--- config.mk ---
export PLATFORM = sky130hd
export DESIGN_NAME = tc77_reader
export DESIGN_NICKNAME = d
export VERILOG_FILES = /design/src/rtl/tc77_reader.sv
export SDC_FILE = /design/constraint.sdc
export NUM_CORES = 1
export LEC_CHECK = 0
export CAP_MARGIN = 25
export CORE_MARGIN = 10
export CORE_UTILIZATION = 45
export CTS_BUF_LIST = sky130_fd_sc_hd__clkbuf_4 sky130_fd_sc_hd__clkbuf_8
export CTS_CLUSTER_DIAMETER = 200
export DETAILED_ROUTE_END_ITERATION = 8
export PLACE_DENSITY_LB_ADDON = 0.3
export SLEW_MARGIN = 20
export SYNTH_ARGS = -nofsm -noshare
export SYNTH_HDL_FRONTEND = slang
export SYNTH_SLANG_ARGS = --single-unit
export TNS_END_PERCENT = 30
--- constraint.sdc ---
create_clock -name MCLK -period 2.4 [get_ports MCLK]
set_input_delay 0.6 -clock MCLK [delete_from_list [all_inputs] [get_ports MCLK]]
set_output_delay 0.6 -clock MCLK [all_outputs]
set_load 0.02 [all_outputs]
--- src/rtl/tc77_reader.sv ---
// TC77 3-wire reader: one attempt costs 33*CLKDIV cycles with nCS low plus a 1-cycle evaluation; rejected frames are retried up to MAX_RETRY times.
// START is ignored while BUSY or DONE is high; defining TC77_ACCEPT_NEG_EN makes negative readings acceptable.
module tc77_reader #(
  parameter int CLKDIV    = 24,
  parameter int RETRY_GAP = 1024,
  parameter int MAX_RETRY = 7
) (
  input  logic        MCLK,
  input  logic        RST,
  input  logic        START,
  output logic        nCS,
  output logic        SCK,
  input  logic        SIO,
  output logic        BUSY,
  output logic        DONE,
  output logic        TEMP_VALID,
  output logic [12:0] TEMP,
  output logic [8:0]  TEMP_DEG,
  output logic        ERR
);

  localparam logic [2:0] S_IDLE     = 3'd0;
  localparam logic [2:0] S_CS_SETUP = 3'd1;
  localparam logic [2:0] S_SCK_HI   = 3'd2;
  localparam logic [2:0] S_SCK_LO   = 3'd3;
  localparam logic [2:0] S_EVAL     = 3'd4;
  localparam logic [2:0] S_GAP      = 3'd5;

  localparam int CNT_MAX = (RETRY_GAP > CLKDIV) ? RETRY_GAP : CLKDIV;
  localparam int CW      = $clog2(CNT_MAX + 1);
  localparam logic [CW-1:0] DIV_LAST = CW'(CLKDIV - 1);
  localparam logic [CW-1:0] GAP_LAST = CW'(RETRY_GAP - 1);

  logic [2:0]    state, state_nxt;
  logic [CW-1:0] cnt;
  logic [3:0]    bit_idx;
  logic [15:0]   shreg;
  logic [3:0]    retry_cnt;
  logic          sio_meta, sio_sync;
  logic          div_done, gap_done, start_ok, frame_ok, retry_last;

  assign TEMP_DEG = TEMP[12:4];

  always_comb begin
    div_done   = (cnt == DIV_LAST);
    gap_done   = (cnt == GAP_LAST);
    start_ok   = START && !DONE;
    retry_last = (retry_cnt == 4'(MAX_RETRY));
`ifdef TC77_ACCEPT_NEG_EN
    frame_ok   = shreg[2];
`else
    // Enclosure never runs below 0 C, so a negative frame is treated as a glitch.
    frame_ok   = shreg[2] && !shreg[15];
`endif
    state_nxt  = state;
    case (state)
      S_IDLE:     if (start_ok) state_nxt = S_CS_SETUP;
      S_CS_SETUP: if (div_done) state_nxt = S_SCK_HI;
      S_SCK_HI:   if (div_done) state_nxt = S_SCK_LO;
      S_SCK_LO:   if (div_done) state_nxt = (bit_idx == 4'd15) ? S_EVAL : S_SCK_HI;
      S_EVAL:     state_nxt = (frame_ok || retry_last) ? S_IDLE : S_GAP;
      S_GAP:      if (gap_done) state_nxt = S_CS_SETUP;
      default:    state_nxt = S_IDLE;
    endcase
  end

  always_ff @(posedge MCLK) begin
    if (RST) begin
      state      <= S_IDLE;
      cnt        <= '0;
      bit_idx    <= '0;
      shreg      <= '0;
      retry_cnt  <= '0;
      sio_meta   <= 1'b0;
      sio_sync   <= 1'b0;
      nCS        <= 1'b1;
      SCK        <= 1'b0;
      BUSY       <= 1'b0;
      DONE       <= 1'b0;
      TEMP_VALID <= 1'b0;
      TEMP       <= '0;
      ERR        <= 1'b0;
    end else begin
      sio_meta <= SIO;
      sio_sync <= sio_meta;
      state    <= state_nxt;
      // Pins are registered from the next state so they change cleanly with the FSM.
      nCS      <= !((state_nxt == S_CS_SETUP) || (state_nxt == S_SCK_HI) ||
                    (state_nxt == S_SCK_LO));
      SCK      <= (state_nxt == S_SCK_HI);
      BUSY     <= (state_nxt != S_IDLE);
      DONE     <= 1'b0;
      cnt      <= ((state_nxt != state) || (state == S_IDLE)) ? '0 : cnt + 1'b1;

      if ((state == S_IDLE) && start_ok) begin
        TEMP_VALID <= 1'b0;
        ERR        <= 1'b0;
        retry_cnt  <= '0;
      end

      if ((state_nxt == S_CS_SETUP) && (state != S_CS_SETUP)) begin
        bit_idx <= '0;
        shreg   <= '0;
      end

      if ((state == S_SCK_HI) && div_done)
        shreg <= {shreg[14:0], sio_sync};

      if ((state == S_SCK_LO) && div_done && (bit_idx != 4'd15))
        bit_idx <= bit_idx + 4'd1;

      if (state == S_EVAL) begin
        if (frame_ok) begin
          TEMP       <= shreg[15:3];
          TEMP_VALID <= 1'b1;
          DONE       <= 1'b1;
        end else if (retry_last) begin
          ERR        <= 1'b1;
          TEMP_VALID <= 1'b0;
          DONE       <= 1'b1;
        end else begin
          retry_cnt  <= retry_cnt + 4'd1;
        end
      end
    end
  end

endmodule

* Word level (Yosys, flattened, before mapping)
Cells that the tools add are included.
** Storage, ports and cells
- Bits in registers :: 59
- Output and inout bits :: 28
- Logic and storage cells :: 80
** Operators by class
- Mux-type cells :: 26
- Reduce and logical (&&, ||, !) cells :: 21
- Add/sub/neg operators :: 3
- Bitwise gates (word level) :: 1
- Eq/ne operators :: 15
** Operators with widths (count)
- 2-to-1 mux 16 bit :: 2
- 2-to-1 mux 4 bit :: 6
- 2-to-1 mux 3 bit :: 7
- one-hot mux 3 bit (6 select lines) :: 1
- equality test 3 x 2 -> 1 bit, second input constant :: 4
- adder 11 x 1 -> 11 bit, second input constant :: 1
- equality test 11 x 10 -> 1 bit, second input constant :: 1
- equality test 11 x 5 -> 1 bit, second input constant :: 1
- 2-to-1 mux 1 bit :: 10
- adder 4 x 1 -> 4 bit, second input constant :: 2
- logical AND 1 bit :: 7
- equality test 3 x 1 -> 1 bit, second input constant :: 2
- equality test 3 bit, second input constant :: 2
- equality test 4 x 3 -> 1 bit, second input constant :: 1
- equality test 4 bit, second input constant :: 1
- logical OR 1 bit :: 4
- != test 4 bit, second input constant :: 1
- nonzero test 2 bit :: 2
- OR reduction 2 bit :: 2
- logical NOT 1 bit :: 3
- logical NOT 3 bit :: 1
- != test 3 x 1 -> 1 bit, second input constant :: 1
- != test 3 bit :: 1
- nonzero test 3 bit :: 1
- 2 further kinds :: 2

* Longest topological paths before layout
Gate-level depths: netlist of the first run.
- Depth in word-level cells :: 9
- Mapped depth :: 8

* Worst setup path before layout of the first run
OpenSTA, ideal clock, no wires.
- Path type :: register to register
- From :: register cnt[0]
- To :: register shreg[0]
- Cell stages (with the launch flop) :: 9
- Setup slack :: 83 ps
- Setup time :: 138 ps
- Clock period less this slack :: 2317 ps
- Arrival time :: 2179 ps
- Required time :: 2262 ps
- Path buffers :: 2
- Cells stage by stage :: dfxtp_1 > ha_1 > or4b_4 > or3_4 > or3_1 > buf_6 > buf_12 > nand3_2 > a21oi_2
** Between the ends
- Word-level cells in the longest chain between the ends :: 6
- Elaborated cells between the ends (all ways) :: 12
- Those cells by class :: 3 x eq/ne; 6 x mux; 3 x reduce/logical
** Ends and longest elaborated chain
- from (decl) :: line 35 : logic [CW-1:0] cnt;
- from (signal assigned) :: line 93 : cnt <= ((state_nxt != state) || (state == S_IDLE)) ? '0 : cnt + 1'b1;
- equality test 11 x 10 -> 1 bit / equality test 11 x 5 -> 1 bit (equally long branches) :: line 46, 45
- 2-to-1 mux 3 bit (on tied branches)
- one-hot mux 3 bit (6 select lines) :: line 56 : case (state)
- equality test 3 x 1 -> 1 bit :: line 101 : if ((state_nxt == S_CS_SETUP) && (state != S_CS_SETUP)) begin
- logical AND 1 bit :: line 101
- nonzero test 2 bit (no source line)
- to (signal assigned) :: line 107 : shreg <= {shreg[14:0], sio_sync};
- to (decl) :: line 37 : logic [15:0] shreg;
Parallel ways exist; a longest one is shown, timed or not.
A chain may end at the register's enable or synchronous reset.

* Final worst setup path of the first run
- From :: register cnt[1]
- To :: register shreg[6]
The elaborated chain is that of the path after synthesis.

==> metrics.md, run 1 <==
| Metric | Value |
|---|---|
| Worst setup SP type | `flip-flop` |
| FFs w/ async S/R, synth | `0%` |
| Post-layout minimum cycle time | `2310 ps` |
| GPL Wtd Cong | `0.830` |
| Synth area leader | `dfxtp_1` |
| Most frequent cells after synthesis | `59 x dfxtp_1, 40 x nor2_1, 22 x nand2_1, 22 x nand3_1, 16 x a21oi_1` |
| Total gr overflow | `0` |
| CTS tree | `built` |
| Netlist Area Pre-Place | `2590 sq um` |
| Syn. warnings | `0` |
| Seq/Total Area, Yosys | `45.6%` |
| Antenna diodes | `0` |
| Tightest Pin Transition | `438 ps` |
| Cts bufs inserted | `9` |
| Post-CTS resize count | `0` |
| Main flop type after synthesis | `dfxtp_1` |
| Root Driver | `clkbuf_8` |
| Synth area leaders | `dfxtp_1 46%, nor2_1 5.8%, mux2i_1 5.0%` |
| Placed cell count | `376` |
| Port bufs | `31` |
| Total Die Area | `9180 sq um` |
| Share of cells above drive strength 1 | `16.9%` |
| Slew HR | `70.6%` |
| Synth Instances | `286` |
| Post-synth EDFFs | `0` |
| Die span in x | `95.8 um` |
| Die height | `95.8 um` |
| Clock skew | `7.64 ps` |
| Max-cap violations | `0` |
| Peak supply drop | `0.432 mV` |
| H-tree Lvls | `3` |
| Leak Pwr | `1.15 nW` |
| Mean Syn Cell Area | `9.05 sq um` |
| Crit path DAT | `2520 ps` |
| Fin cells | `392` |
| RSZ-0062 raised after global routing | `no` |
| Clock Latency Late Sink | `340 ps` |
| Buffer depth of the longest clock path | `2` |
| Setup crit start | `cnt[1]` |
| Fin. Hold Viols | `0` |
| Pins Over Slew Limit | `0` |
| Final wirelength | `5110 um` |
| Setup violations, final | `0` |
| PD cells | `600 nW/um^2` |
| Worst EP required | `2620 ps` |
| IO Count | `32` |
| Fmax | `0.434 GHz` |
| Status | `complete, no violations` |
| Largest net degree at the start of global routing | `36` |
| GRT Resource Usage Total | `11.6%` |
| Area Overhead vs Synth | `20.6%` |
| Post-Syn Nets | `293` |
| Top-area cell type share of the netlist area | `45.6%` |
| Count leader, synth | `dfxtp_1` |
| First-pass GRT wire length | `8410 um` |
| Final nets | `322` |
| Detailed router's first-iteration violation count | `122` |
| Worst R2R Start | `cnt[1]` |
| Initial antenna violation count | `0` |
| Hold Buf Count CTS | `0` |
| Yosys reg bits | `59` |
| Clk pin slew, worst setup/hold paths | `70 ps` |
| Vias in the first global route | `1,862` |
| Clock sink count | `59` |
| Wire per inst | `13.0 um` |
| Synth cell types | `42` |
| Row Count | `27` |
| Core Footprint | `5540 sq um` |
| # Post-CTS Setup Buffers | `0` |
| Finished Core Util | `56.3%` |
| Vias per cell | `5.25` |
| Detailed Place HPWL | `3500 um` |
| Crit path capture type | `flip-flop` |
| Initial Utilization | `46.7%` |
| Crit Path Max Fanout | `16` |
| Routed Antenna Nets | `0` |
| Vias after detailed routing | `2,057` |
| Setup TNS | `0 ps` |
| Crit share post-route | `96.1%` |
| Residual DRC | `0` |
| Drt first pass iters | `4` |
| WHS | `433 ps` |
| Min-delay worst type | `reg2reg` |
| Hold path start | `cnt[0]` |
| Setup CP Type | `reg2reg` |
[registers in the layout, indices dropped and copies added (netlist names), 3 cells and up]
signal and flops:
bit_idx 4, cnt 11, state 3, TEMP 13, shreg 16, retry_cnt 4
[power by group]
group | total (mW) | internal (mW) | switching, mW
Combinational | 0.0807 | 0.0268 | 0.0539
Sequential | 0.989 | 0.986 | 0.00274
Clock | 0.803 | 0.399 | 0.404
[cells by family (layout without fill, tap and decap cells)]
| family | Yosys count | count (layout) | synth area share, % |
|---|---|---|---|
| AO/OA/AOI/OAI | 42 | 42 | 11.0 |
| XOR/XNOR | 9 | 9 | 3.05 |
| adder cells (fa/ha/maj) | 3 | 3 | 1.45 |
| buffers and inverters | 29 | 63 | 6.62 |
| flip-flops | 59 | 59 | 45.6 |
| multiplexers | 13 | 13 | 5.03 |
| AND/OR/NAND/NOR | 131 | 131 | 27.2 |
[per-stage QoR]
stage	cell area, sq um	setup slack [ps]	total power, mW
floorplan	2590	83.1	1.06
global placement	2940	92.6	1.09
detailed placement	2940	43.0	1.09
CTS	3120	42.9	1.90
global route	3120	7.75	1.95
finish	3120	94.4	1.87
[final timing paths]
check	endpoint	slack, ps	cells past startpoint
worst max register to register	shreg[6]	90	7
worst min register to register	cnt[0]	430	1
worst min-delay path	cnt[0]	430	1
worst max-delay path	shreg[6]	90	7
[critical path, stage by stage (launching register included)]
cell and delay [ps]:
dfxtp_1 350, ha_2 220, or4b_4 480, or3_4 410
or3_1 400, buf_12 170, nand3_1 80, a21oi_1 60
[metal layers]
metal  global-route usage [%]  vias up  wire (um)
met2                     19.4       49       2480
met3                     5.99        8        376
met4                     4.30        0         42
met1                     12.4      951       2200
met5                        0        -          0
li1                         -     1049          -
[layout make-up]
cell class / instances / area (sq um)
fillers: 501 / 2420
clock buffers: 10 / 138
repair buffers: 42 / 413
well taps: 72 / 90.1
multi-input cells: 198 / 1240
clock inverters: 6 / 41.3
flip-flops and latches: 59 / 1180
inverters: 5 / 18.8
[cells in the final DEF, fill, tap and decap left out, drive strengths merged, types with 5 or more instances in the layout]
master / instances
inv: 5
nand2: 22
xnor2: 6
a21oi: 26
nor3: 8
clkbuf: 10
or3: 5
clkdlybuf4s50: 30
mux2i: 13
nor2b: 5
buf: 12
dfxtp: 59
nand4: 6
nor2: 40
nand3: 32
Power figures use the tool's default switching activity.
==> run 2: changes to the inputs <==
CORE_MARGIN = 5   (was 10)
==> run 2 against run 1 <==
Via count is 1.6% lower. Sequential share of layout area down 0.90 points. Clock-buffer cell count is 1 lower. Global-route usage up 3.2 points. Fmax rose by 1.4%. Non-clock buffer count shrank 1. Clock skew hardly changed. First-iteration DRC count down 30%. Wire length is 4.9% lower. Critical path depth unchanged. Worst hold slack gained 8.6 ps. Critical path type unchanged. Largest cell class unchanged. Highest routed layer unchanged.
==> metrics.md, run 2 (synthesis gave the netlist of run 1 again) <==
| Metric | Value |
|---|---|
| Status | `complete, no violations (unchanged)` |
| Hold Buf Count CTS | `0 (unchanged)` |
| Initial antenna violation count | `0 (unchanged)` |
| Vias per cell | `5.18 (was 5.25)` |
| Worst R2R Start | `cnt[1] (unchanged)` |
| Fmax | `0.440 GHz (was 0.434 GHz)` |
| Clk pin slew, worst setup/hold paths | `70 ps (about the same)` |
| Core Footprint | `5540 sq um (unchanged)` |
| Max-cap violations | `0 (unchanged)` |
| CP delay by family, top | `simple AND/OR/NAND/NOR gates (unchanged)` |
| Antenna diodes | `0 (unchanged)` |
| Most frequent cells in the layout | `58 x dfxtp_1, 40 x nor2_1, 30 x clkdlybuf4s50_1 (unchanged)` |
| Total gr overflow | `0 (unchanged)` |
| GPL Wtd Cong | `0.869 (was 0.830)` |
| GRT Resource Usage Total | `14.8% (was 11.6%)` |
| Most common cell after layout, fill and taps aside | `dfxtp_1 (unchanged)` |
| Hold path start | `sio_meta (was cnt[0])` |
| Fin. Hold Viols | `0 (unchanged)` |
| Setup crit start | `cnt[1] (unchanged)` |
| Die span in x | `85.8 um (was 95.8 um)` |
| IO Count | `32 (unchanged)` |
| Vias in the first global route | `1,919 (was 1,862)` |
| Drt first pass iters | `4 (unchanged)` |
| Top reg by flops | `shreg (unchanged)` |
| Detailed router's first-iteration violation count | `86 (was 122)` |
| Crit path to | `shreg[8] (was shreg[6])` |
| H-tree Lvls | `3 (unchanged)` |
| Min-delay worst type | `reg2reg (unchanged)` |
| Crit share post-route | `94.8% (was 96.1%)` |
| Setup slack, reg-to-reg | `130 ps (was 90 ps)` |
| Residual DRC | `0 (unchanged)` |
| CTS tree | `built (unchanged)` |
| Vias after detailed routing | `2,024 (was 2,057)` |
| Slew HR | `70.3% (was 70.6%)` |
| Clock sink count | `59 (unchanged)` |
| RR Endpoint | `shreg[8] (was shreg[6])` |
| Buffer depth of the longest clock path | `2 (unchanged)` |
| Crit path DAT | `2480 ps (was 2520 ps)` |
| Setup TNS | `0 ps (unchanged)` |
| Max reg flops | `16 (unchanged)` |
| Pins Over Slew Limit | `0 (unchanged)` |
| Row Count | `27 (unchanged)` |
| Tightest Pin Transition | `442 ps (was 438 ps)` |
| CP max-delay cell | `or4b_4 (unchanged)` |
| Setup CP Type | `reg2reg (unchanged)` |
| Setup ws final | `126 ps (was 94.4 ps)` |
| CP bufs+invs | `1 (unchanged)` |
| Worst setup SP type | `flip-flop (unchanged)` |
| Largest net degree at the start of global routing | `36 (unchanged)` |
| RSZ-0062 raised after global routing | `no (unchanged)` |
| Crit path capture type | `flip-flop (unchanged)` |
| Peak supply drop | `0.309 mV (was 0.432 mV)` |
| Top Registers | `shreg x16, TEMP x13, cnt x11 (unchanged)` |
| Post-layout minimum cycle time | `2270 ps (was 2310 ps)` |
| Crit Path Max Fanout | `16 (unchanged)` |
| Worst EP required | `2610 ps (was 2620 ps)` |
| Reg2Reg Depth | `7 (unchanged)` |
| Root Driver | `clkbuf_8 (unchanged)` |
| Routed Antenna Nets | `0 (unchanged)` |
| Port bufs | `31 (unchanged)` |
| Pre-CTS setup slack | `55.6 ps (was 43.0 ps)` |
| Clock Latency Late Sink | `340 ps (about the same)` |
| Cts bufs inserted | `9 (unchanged)` |
| Area Overhead vs Synth | `23.5% (was 20.6%)` |
| WP depth | `7 (unchanged)` |
| Crit-path max cell delay | `470 ps (was 480 ps)` |
| Wire per inst | `12.4 um (was 13.0 um)` |
| Leak Pwr | `1.19 nW (was 1.15 nW)` |
| First-pass GRT wire length | `8630 um (was 8410 um)` |
| Detailed Place HPWL | `3300 um (was 3500 um)` |
| Die height | `85.8 um (was 95.8 um)` |
| Finished Core Util | `57.7% (was 56.3%)` |
| Clock skew | `7.91 ps (was 7.64 ps)` |
| Final nets | `321 (was 322)` |
| Initial Utilization | `46.7% (unchanged)` |
| Share of cells above drive strength 1 | `16.6% (was 16.9%)` |
| Setup violations, final | `0 (unchanged)` |
| PD cells | `673 nW/um^2 (was 600 nW/um^2)` |
| Final wirelength | `4860 um (was 5110 um)` |
| WHS | `442 ps (was 433 ps)` |
| Crit-path cells | `ha_4 > or4b_4 > or3_4 > or3_1 > buf_12 > nand3_1 > a21oi_1 (was ha_2 > or4b_4 > or3_4 > or3_1 > buf_12 > nand3_1 > a21oi_1)` |
| Total Die Area | `7370 sq um (was 9180 sq um)` |
-- run 2: cell count changes in the layout (fill, tap and decap cells not counted), sizes merged --
cell / previous run / this run
buf: 12 / 11
bufinv: 0 / 3
clkbuf: 10 / 9
clkinvlp: 3 / 1
-- run 2: what timing repair did --
item,in CTS,in global routing
setup buffers,0,0
gates resized for setup,0,3
setup endpoints to repair,0,17
-- run 2: per-layer routing --
layer	vias to the layer above	track usage (%)	routed length [um]
li1	1040	-	-
met1	937	17.8	2270
met2	36	23.1	2230
met3	11	4.90	228
met4	0	8.63	127
met5	-	0	0
-- run 2: cell type report --
type                            instances  area (sq um)
Fill cell                             498          2340
Multi-Input combinational cell        198          1250
Sequential cell                        59          1180
Timing Repair Buffer                   41           418
Clock buffer                            9           124
Clock inverter                          7           116
Tap cell                               72          90.1
Inverter                                5          18.8
-- run 2: per-stage QoR --
stage,total power [mW],std cells,cell area (sq um)
final,2.15,391,3200
after CTS,2.18,391,3180
after global routing,2.24,391,3200
after global placement,1.10,375,2940
after detailed placement,1.09,375,2940
after floorplan,1.06,286,2590
-- run 2: worst min path at each step --
stage	depth (start not counted)	slack [ps]	to
2_1_floorplan	1	410	sio_sync
3_3_place_gp	1	430	sio_sync
3_5_place_dp	1	440	sio_sync
4_1_cts	1	450	sio_sync
5_1_grt	1	460	sio_sync
6_report	1	440	sio_sync
-- run 2: power breakdown --
part	internal [mW]	switching [mW]	leakage [nW]	total (mW)
clock	0.687	0.392	0.119	1.08
sequential	0.986	0.00297	0.477	0.989
combinational	0.0304	0.0542	0.590	0.0846
